==> src/rtl/rv32i_mc_pkg.sv <==
// Shared encodings for the multi-cycle RV32I controller: states, opcodes,
// ALU operation codes and datapath mux selects.
package rv32i_mc_pkg;

  typedef enum logic [2:0] {
    S_IDLE   = 3'd0,
    S_FETCH  = 3'd1,
    S_DECODE = 3'd2,
    S_EXEC   = 3'd3,
    S_MEM    = 3'd4,
    S_WB     = 3'd5,
    S_HALT   = 3'd6
  } state_t;

  localparam logic [6:0] OP_R      = 7'b0110011;
  localparam logic [6:0] OP_IMM    = 7'b0010011;
  localparam logic [6:0] OP_LOAD   = 7'b0000011;
  localparam logic [6:0] OP_STORE  = 7'b0100011;
  localparam logic [6:0] OP_BRANCH = 7'b1100011;
  localparam logic [6:0] OP_LUI    = 7'b0110111;
  localparam logic [6:0] OP_AUIPC  = 7'b0010111;
  localparam logic [6:0] OP_JAL    = 7'b1101111;
  localparam logic [6:0] OP_JALR   = 7'b1100111;

  localparam logic [4:0] ALU_ADD = 5'b00000;
  localparam logic [4:0] ALU_SUB = 5'b10000;
  localparam logic [4:0] ALU_AND = 5'b00001;
  localparam logic [4:0] ALU_OR  = 5'b00010;
  localparam logic [4:0] ALU_XOR = 5'b00011;

  localparam logic [1:0] PC_PLUS4  = 2'd0;
  localparam logic [1:0] PC_BRANCH = 2'd1;
  localparam logic [1:0] PC_JAL    = 2'd2;
  localparam logic [1:0] PC_ALUOUT = 2'd3;

  localparam logic [1:0] WB_ALUOUT = 2'd0;
  localparam logic [1:0] WB_MDR    = 2'd1;
  localparam logic [1:0] WB_PC4    = 2'd2;

  localparam logic [1:0] SRCA_RS1  = 2'd0;
  localparam logic [1:0] SRCA_PC   = 2'd1;
  localparam logic [1:0] SRCA_ZERO = 2'd2;

  localparam logic [1:0] SRCB_RS2  = 2'd0;
  localparam logic [1:0] SRCB_IIMM = 2'd1;
  localparam logic [1:0] SRCB_SIMM = 2'd2;
  localparam logic [1:0] SRCB_UIMM = 2'd3;

  function automatic logic is_supported(input logic [6:0] op);
    case (op)
      OP_R, OP_IMM, OP_LOAD, OP_STORE, OP_BRANCH,
      OP_LUI, OP_AUIPC, OP_JAL, OP_JALR: is_supported = 1'b1;
      default:                           is_supported = 1'b0;
    endcase
  endfunction

endpackage

==> src/rtl/rv32i_mc_aludec.sv <==
// Combinational ALU decoder: operation code and operand source selects
// derived from the instruction's opcode and function fields.
module rv32i_mc_aludec
  import rv32i_mc_pkg::*;
(
  input  logic [6:0] i_opcode,
  input  logic [2:0] i_funct3,
  input  logic [6:0] i_funct7,
  output logic [4:0] o_alucontrol,
  output logic [1:0] o_alusrc1sel,
  output logic [1:0] o_alusrc2sel
);

  always_comb begin
    o_alucontrol = ALU_ADD;
    o_alusrc1sel = SRCA_RS1;
    o_alusrc2sel = SRCB_RS2;
    case (i_opcode)
      OP_R: begin
        case ({i_funct7, i_funct3})
          10'b0100000_000: o_alucontrol = ALU_SUB;
          10'b0000000_111: o_alucontrol = ALU_AND;
          10'b0000000_110: o_alucontrol = ALU_OR;
          10'b0000000_100: o_alucontrol = ALU_XOR;
          default:         o_alucontrol = ALU_ADD;
        endcase
      end
      OP_IMM: begin
        o_alusrc2sel = SRCB_IIMM;
        case (i_funct3)
          3'b110:  o_alucontrol = ALU_OR;
          3'b111:  o_alucontrol = ALU_AND;
          3'b100:  o_alucontrol = ALU_XOR;
          default: o_alucontrol = ALU_ADD;
        endcase
      end
      OP_LOAD, OP_JALR: o_alusrc2sel = SRCB_IIMM;
      OP_STORE:         o_alusrc2sel = SRCB_SIMM;
      OP_LUI: begin
        o_alusrc1sel = SRCA_ZERO;
        o_alusrc2sel = SRCB_UIMM;
      end
      OP_AUIPC: begin
        o_alusrc1sel = SRCA_PC;
        o_alusrc2sel = SRCB_UIMM;
      end
      OP_BRANCH: o_alucontrol = ALU_SUB;
      default: ;
    endcase
  end

endmodule

==> src/rtl/rv32i_mc_ctrl.sv <==
// Multi-cycle RV32I control FSM: sequences fetch/decode/execute/memory/writeback
// over a shared memory port, with a ready handshake and optional stall timeout.
module rv32i_mc_ctrl
  import rv32i_mc_pkg::*;
#(
  parameter int unsigned MEM_TIMEOUT = 255
)(
  input  logic       clk,
  input  logic       reset_n,
  input  logic [6:0] opcode,
  input  logic [2:0] funct3,
  input  logic [6:0] funct7,
  input  logic       zflag,
  input  logic       nflag,
  input  logic       cflag,
  input  logic       vflag,
  input  logic       mem_ready,
  output logic       mem_req,
  output logic       mem_we,
  output logic       iord,
  output logic       irwrite,
  output logic       pcwrite,
  output logic [1:0] pcsrc,
  output logic       regwrite,
  output logic [1:0] wbsel,
  output logic [1:0] alusrc1sel,
  output logic [1:0] alusrc2sel,
  output logic [4:0] alucontrol,
  output logic       retire,
  output logic       illegal,
  output logic       halted,
  output logic [2:0] state
);

  localparam int unsigned CW = (MEM_TIMEOUT == 0) ? 1 : $clog2(MEM_TIMEOUT + 1);
  localparam logic [CW-1:0] WAIT_LAST = CW'(MEM_TIMEOUT - 1);

  state_t        r_state;
  state_t        w_next;
  logic [CW-1:0] r_wait;
  logic          w_stall;
  logic          w_timeout;
  logic          w_enter;
  logic          w_taken;
  logic [4:0]    w_alucontrol;
  logic [1:0]    w_src1;
  logic [1:0]    w_src2;

  rv32i_mc_aludec u_aludec (
    .i_opcode     (opcode),
    .i_funct3     (funct3),
    .i_funct7     (funct7),
    .o_alucontrol (w_alucontrol),
    .o_alusrc1sel (w_src1),
    .o_alusrc2sel (w_src2)
  );

  // C is the no-borrow carry of rs1-rs2, so unsigned less-than is !C.
  always_comb begin
    case (funct3)
      3'b000:  w_taken = zflag;
      3'b001:  w_taken = !zflag;
      3'b100:  w_taken = nflag ^ vflag;
      3'b101:  w_taken = !(nflag ^ vflag);
      3'b110:  w_taken = !cflag;
      3'b111:  w_taken = cflag;
      default: w_taken = 1'b0;
    endcase
  end

  assign w_stall   = ((r_state == S_FETCH) || (r_state == S_MEM)) && !mem_ready;
  assign w_timeout = (MEM_TIMEOUT != 0) && w_stall && (r_wait == WAIT_LAST);
  assign w_enter   = ((w_next == S_FETCH) || (w_next == S_MEM)) && (w_next != r_state);
  assign state     = r_state;

  always_ff @(posedge clk or negedge reset_n) begin
    if (!reset_n) r_state <= S_IDLE;
    else          r_state <= w_next;
  end

  always_ff @(posedge clk or negedge reset_n) begin
    if (!reset_n)                  r_wait <= '0;
    else if (w_enter || mem_ready) r_wait <= '0;
    else if (w_stall)              r_wait <= r_wait + CW'(1);
  end

  always_comb begin
    w_next     = r_state;
    mem_req    = 1'b0;
    mem_we     = 1'b0;
    iord       = 1'b0;
    irwrite    = 1'b0;
    pcwrite    = 1'b0;
    pcsrc      = PC_PLUS4;
    regwrite   = 1'b0;
    wbsel      = WB_ALUOUT;
    alusrc1sel = SRCA_RS1;
    alusrc2sel = SRCB_RS2;
    alucontrol = ALU_ADD;
    retire     = 1'b0;
    illegal    = 1'b0;
    halted     = 1'b0;
    case (r_state)
      S_IDLE: w_next = S_FETCH;
      S_FETCH: begin
        mem_req = 1'b1;
        if (mem_ready) begin
          irwrite = 1'b1;
          w_next  = S_DECODE;
        end else if (w_timeout) begin
          w_next = S_HALT;
        end
      end
      S_DECODE: begin
        if (is_supported(opcode)) begin
          w_next = S_EXEC;
        end else begin
          illegal = 1'b1;
          pcwrite = 1'b1;
          retire  = 1'b1;
          w_next  = S_FETCH;
        end
      end
      S_EXEC: begin
        alucontrol = w_alucontrol;
        alusrc1sel = w_src1;
        alusrc2sel = w_src2;
        case (opcode)
          OP_BRANCH: begin
            pcwrite = 1'b1;
            retire  = 1'b1;
            pcsrc   = w_taken ? PC_BRANCH : PC_PLUS4;
            w_next  = S_FETCH;
          end
          OP_LOAD, OP_STORE: w_next = S_MEM;
          default:           w_next = S_WB;
        endcase
      end
      S_MEM: begin
        mem_req = 1'b1;
        iord    = 1'b1;
        mem_we  = (opcode == OP_STORE);
        if (mem_ready) begin
          if (opcode == OP_STORE) begin
            pcwrite = 1'b1;
            retire  = 1'b1;
            w_next  = S_FETCH;
          end else begin
            w_next = S_WB;
          end
        end else if (w_timeout) begin
          w_next = S_HALT;
        end
      end
      S_WB: begin
        regwrite = 1'b1;
        pcwrite  = 1'b1;
        retire   = 1'b1;
        w_next   = S_FETCH;
        case (opcode)
          OP_JAL: begin
            wbsel = WB_PC4;
            pcsrc = PC_JAL;
          end
          OP_JALR: begin
            wbsel = WB_PC4;
            pcsrc = PC_ALUOUT;
          end
          OP_LOAD: wbsel = WB_MDR;
          default: ;
        endcase
      end
      S_HALT:  halted = 1'b1;
      default: w_next = S_IDLE;
    endcase
  end

endmodule

==> config.mk <==
export PLATFORM = sky130hd
export DESIGN_NAME = rv32i_mc_ctrl
export DESIGN_NICKNAME = d
export VERILOG_FILES = /design/src/rtl/rv32i_mc_pkg.sv /design/src/rtl/rv32i_mc_aludec.sv /design/src/rtl/rv32i_mc_ctrl.sv
export SDC_FILE = /design/constraint.sdc
export NUM_CORES = 1
export LEC_CHECK = 0
export CORE_MARGIN = 1.5
export CORE_UTILIZATION = 44
export CTS_CLUSTER_DIAMETER = 30
export DETAILED_ROUTE_END_ITERATION = 12
export HOLD_SLACK_MARGIN = 0.1
export PLACE_DENSITY = 0.8
export RECOVER_POWER = 25
export SETUP_SLACK_MARGIN = 0.2
export SLEW_MARGIN = 20
export SYNTH_ARGS = -nofsm -noshare
export SYNTH_HDL_FRONTEND = slang
export SYNTH_HIERARCHICAL = 1
export SYNTH_SLANG_ARGS = --single-unit
==> constraint.sdc <==
create_clock -name clk -period 2.3 [get_ports clk]
set_input_delay 0.23 -clock clk [delete_from_list [all_inputs] [get_ports clk]]
set_output_delay 0.23 -clock clk [all_outputs]
set_load 0.01 [all_outputs]
[After elaboration in Yosys (flattened, before gate mapping)]
Index checks and enable logic that the tools add are counted.
Word-level totals
  register bits: 11
  latch bits: 0
  memory bits (writable): 0
  memory bits (read-only): 0
  bits of input ports: 24
  output and inout port bits: 25
  word-level logic and storage cells: 91
  memories kept: 0
Cells by class
  add/sub/neg operators: 1
  multipliers: 0
  div/mod/pow operators: 0
  magnitude comparators: 0
  eq/ne operators: 28
  shift-type cells: 0
  muxes and demuxes: 39
  bitwise gates (word level): 1
  reduce and logical (&&, ||, !) cells: 20
Operators with widths (count)
  equality test 10 x 3 -> 1 bit (second input constant): 3
  equality test 3 bit (second input constant): 8
  equality test 7 x 6 -> 1 bit (second input constant): 3
  equality test 7 bit (second input constant): 3
  one-hot mux 5 bit (4 select lines): 1
  one-hot mux 3 bit (6 select lines): 1
  2-to-1 mux 1 bit: 16
  2-to-1 mux 8 bit: 2
  one-hot mux 2 bit (2 select lines): 4
  one-hot mux 5 bit (3 select lines): 1
  equality test 7 x 5 -> 1 bit (second input constant): 2
  2-to-1 mux 3 bit: 4
  one-hot mux 2 bit (3 select lines): 2
  equality test 10 x 9 -> 1 bit (second input constant): 1
  OR reduction 2 bit: 5
  equality test 3 x 1 -> 1 bit (second input constant): 3
  OR reduction 9 bit: 1
  adder 8 x 1 -> 8 bit (second input constant): 1
  equality test 8 bit (second input constant): 1
  2-to-1 mux 2 bit: 4
  equality test 7 x 2 -> 1 bit (second input constant): 1
  equality test 3 x 2 -> 1 bit (second input constant): 2
  logical NOT 3 bit: 2
  one-hot mux 1 bit (6 select lines): 1
  other kinds (10): 17

[Depth between registers and ports, before layout]
Gate-level depths: netlist (run 1).
  word-level depth: 12
  mapped depth: 7
  gate-level depth less buffers: 7

[Cells and area by module]
The synthesis (run 1) kept the hierarchy.
By module, submodules not included
  rv32i_mc_ctrl: times used 1, cells each 130, area an instance 1046.0 um2
  rv32i_mc_aludec: times used 1, cells each 28, area an instance 219.0 um2

[Worst setup path after synthesis (run 1)]
OpenSTA, ideal clock, no wires.
  path type: input -> output
  from: input port funct7[1]
  to: output port alucontrol[4]
  arrival time: 1.806 ns
  data required time: 2.070 ns
  slack: 0.264 ns
  cell stages on the path: 4
  buffers on the path: 0
  cells stage by stage: or4_4 or4_4 a2111oi_4 and2_1
On the way
  cells in the longest elaborated chain, start to end: 4
  elaborated cells on any way between the ends: 7
  those cells by class: eq/ne (4); mux (3)
RTL lines
  start, declared: RTL line rv32i_mc_ctrl.sv:12  | input logic [6:0] funct7,
  equality test 10 x 3 -> 1 bit or equality test 10 x 9 -> 1 bit (tied branches): RTL line rv32i_mc_aludec.sv:20  | case ({i_funct7, i_funct3})
  one-hot mux 5 bit (4 select lines) (*): RTL line rv32i_mc_aludec.sv:20
  one-hot mux 5 bit (3 select lines) (*): RTL line rv32i_mc_aludec.sv:18  | case (i_opcode)
  via w_alucontrol[4]: RTL line rv32i_mc_ctrl.sv:45  | logic [4:0] w_alucontrol;
  2-to-1 mux 5 bit (*): RTL line rv32i_mc_ctrl.sv:103  | case (r_state)
  end, declared: RTL line rv32i_mc_ctrl.sv:28  | output logic [4:0] alucontrol,
Mark *: on every way through the listed nets, which the timed path passes. The rest lies on a longest branch.

[Final worst setup path (run 1)]
  from: input port funct7[6]
  to: output port alucontrol[4]
Same word-level chain as after synthesis.

==> metrics, run 1 <==
Die Wd 56.6 um; Worst Setup Start Kind input pin; critical path arrival 1.98 ns; I/O pin total 49; Hold Vio Cnt, Final 0; total gr overflow 0; switch share 46.8%; Logic pwr share 70.6%; CP max FO 2; fin crit share 95.9%; ys flop type dfrtp_1; clk buf depth 2; share of cells above drive strength 1 27.7%; cts bufs inserted 3; DP Wirelength 3070 um; WL final 4100 um; Hold Path Class in -> async; wire per inst 15.6 um; Seq/Total Area, Yosys 21.8%; Syn Area/Cell 8.01 sq um; commonest non-fill, non-tap cells in the layout buf_4, clkdlybuf4s50_1, dlygate4sd2_1; most common cell after layout, fill and taps aside buf_4; setup violators final 0; initial antenna violation count 0; Int Pwr 763 uW; async set or reset register ratio after synthesis 100%; initial drt markers 61; Clock Root Buffer clkbuf_4; Sequential Power Share 20.1%; Hold WS 0.352 ns; Die H 56.6 um; vias in the first global route 1,453; initial core utilization 46.3%; Die Area 3210 sq um; Post-synth EDFFs 0; worst-margin pin slew 0.513 ns; Total GRT Usage 25.4%; port bufs 46; Max-Cap Viols 0; Worst-Skew Late Latency 0.27 ns; Worst Path Required 2.07 ns; Max VDD drop 0.644 mV; number of vias per cell 5.76; net switching power 671 uW; Synth Warn # 6; GP Congestion 0.833; Initial DRT Pass Iterations 4; Setup crit end kind output pin; CTS H-tree lvls 1; Fmax 453 MHz; Netlist cell types 51; TritonCTS clock tree done; CTS sink cnt 11; RSZ-0062 raised after global routing true; DRC Markers 0; Yosys reg bits 11; status complete, no violations; Static Leak 0.000889 uW; core area 2730 sq um; antenna viol nets, final 0; Final Slew Violations 0; largest net degree at the start of global routing 13; minimum clock period after layout 2.21 ns; num rows 19; Worst-path clk slew 0.07 ns; # diodes 0; Mapped Cells 158; Final Core Density 72.3%; Rel. slew slack 65.7%; clock network power share 9.3%; Via Count 1,510; Worst Skew 0.00260 ns; first-pass GRT wire length 6510 um; critical path class in -> out; Synth-to-Final Area Change 56.3%; nets 258; power per standard cell area 726 nW/um^2; synthesized area 1260 sq um
-- final timing paths --
check / cells past startpoint / endpoint / start / slack (ns)
setup reg to reg: 7 / r_wait[0] / r_wait[0] / 0.39
min in group clk: 2 / r_wait[7] / r_wait[7] / 0.58
hold reg to reg: 2 / r_wait[7] / r_wait[7] / 0.58
setup / recovery: 6 / alucontrol[4] / funct7[6] / 0.09
hold / removal: 1 / r_wait[1] / reset_n / 0.35
max in group asynchronous: 1 / state[2] / reset_n / 1.62
-- worst max-delay path, stage by stage --
cell,delay (ns)
dlygate4sd2_1,0.23
or4_4,0.42
or4_4,0.51
a2111oi_4,0.29
and2_1,0.16
buf_2,0.12
-- flip-flops by register name, indices dropped and copies added, names as in the netlist --
register / flops
state: 3
r_wait: 8
-- through the flow --
step	instance area (sq um)	TNS, ns	worst slack [ns]	total power (uW)	instances
after floorplan	1270	0	0.264	810	159
after global placement	1950	-1.67	-0.635	1220	258
after detailed placement	1950	-1.80	-0.674	1260	258
after CTS	1960	0	0.104	1400	262
after global routing	1980	0	0.0144	1530	262
final	1980	0	0.0946	1430	262
-- synthesized netlist by cell type (3+ instances only) --
| library cell | instances | area, sq um |
|---|---|---|
| a31oi_1 | 11 | 68.8 |
| dfrtp_1 | 11 | 275 |
| nand2_1 | 11 | 41.3 |
| nor2_1 | 11 | 41.3 |
| and2_1 | 9 | 56.3 |
| inv_1 | 7 | 26.3 |
| xor2_1 | 7 | 61.3 |
| and3_1 | 6 | 37.5 |
| a21oi_1 | 5 | 25.0 |
| nand3_1 | 5 | 25.0 |
| o21ai_0 | 5 | 25.0 |
| xnor2_1 | 5 | 43.8 |
| buf_4 | 4 | 30.0 |
| nand2b_1 | 4 | 25.0 |
| or3_1 | 4 | 25.0 |
| nand3b_1 | 3 | 22.5 |
| nor2b_1 | 3 | 18.8 |
| nor3_1 | 3 | 15.0 |
| nor4_1 | 3 | 18.8 |
-- per-layer routing --
layer  track usage (%)  part of all wire [%]
met5                 0                     0
met4              9.86                   1.5
met3              1.15                   4.6
met2              43.4                    50
met1              33.5                    44
-- power by group through the flow --
stage | sequential (uW) | clock (uW) | combinational (uW)
after floorplan | 269 | 0 | 541
after global placement | 278 | 0 | 943
after detailed placement | 282 | 0 | 975
after CTS | 278 | 142 | 980
after global routing | 295 | 147 | 1090
final | 288 | 134 | 1010
-- timing repair --
action / 4_1_cts / 5_1_grt
setup endpoints to repair: 15 / 21
hold buffers: 0 / 0
resized for setup: 44 / 16
buffers inserted: 0 / 0
pin swaps: 6 / 1
-- area by class of cell --
class | count | area (sq um)
clock buffer | 4 | 26.3
fill | 218 | 757
inverter | 7 | 26.3
multi-input combinational | 133 | 980
sequential | 11 | 275
tap | 31 | 38.8
timing repair buffer | 76 | 631
-- logic make-up (layout without fill, tap and decap cells) --
group                      after synthesis  after routing  synth area share, %
other                                    1              2                0.296
and+or+nand+nor                         81             81                 39.1
xor gates and xnor gates                12             12                 8.31
muxes                                    1              1                0.791
AOI/OAI and AO/OA                       35             35                 22.0
buffers and inverters                   15             87                 5.84
adders and majority gates                2              2                 1.98
DFF                                     11             11                 21.8
Power figures use the tool's default switching activity.
==> run 2, diff against run 1 <==
- CTS_CLUSTER_SIZE: unset -> 25
==> results of run 2 <==
Same layout as run 1: the final DEF is identical, and so are final timing and power.
==> run 3, diff against run 2 <==
- CAP_MARGIN: unset -> 20
==> results of run 3 <==
Same layout as run 1: the final DEF is identical, and so are final timing and power.
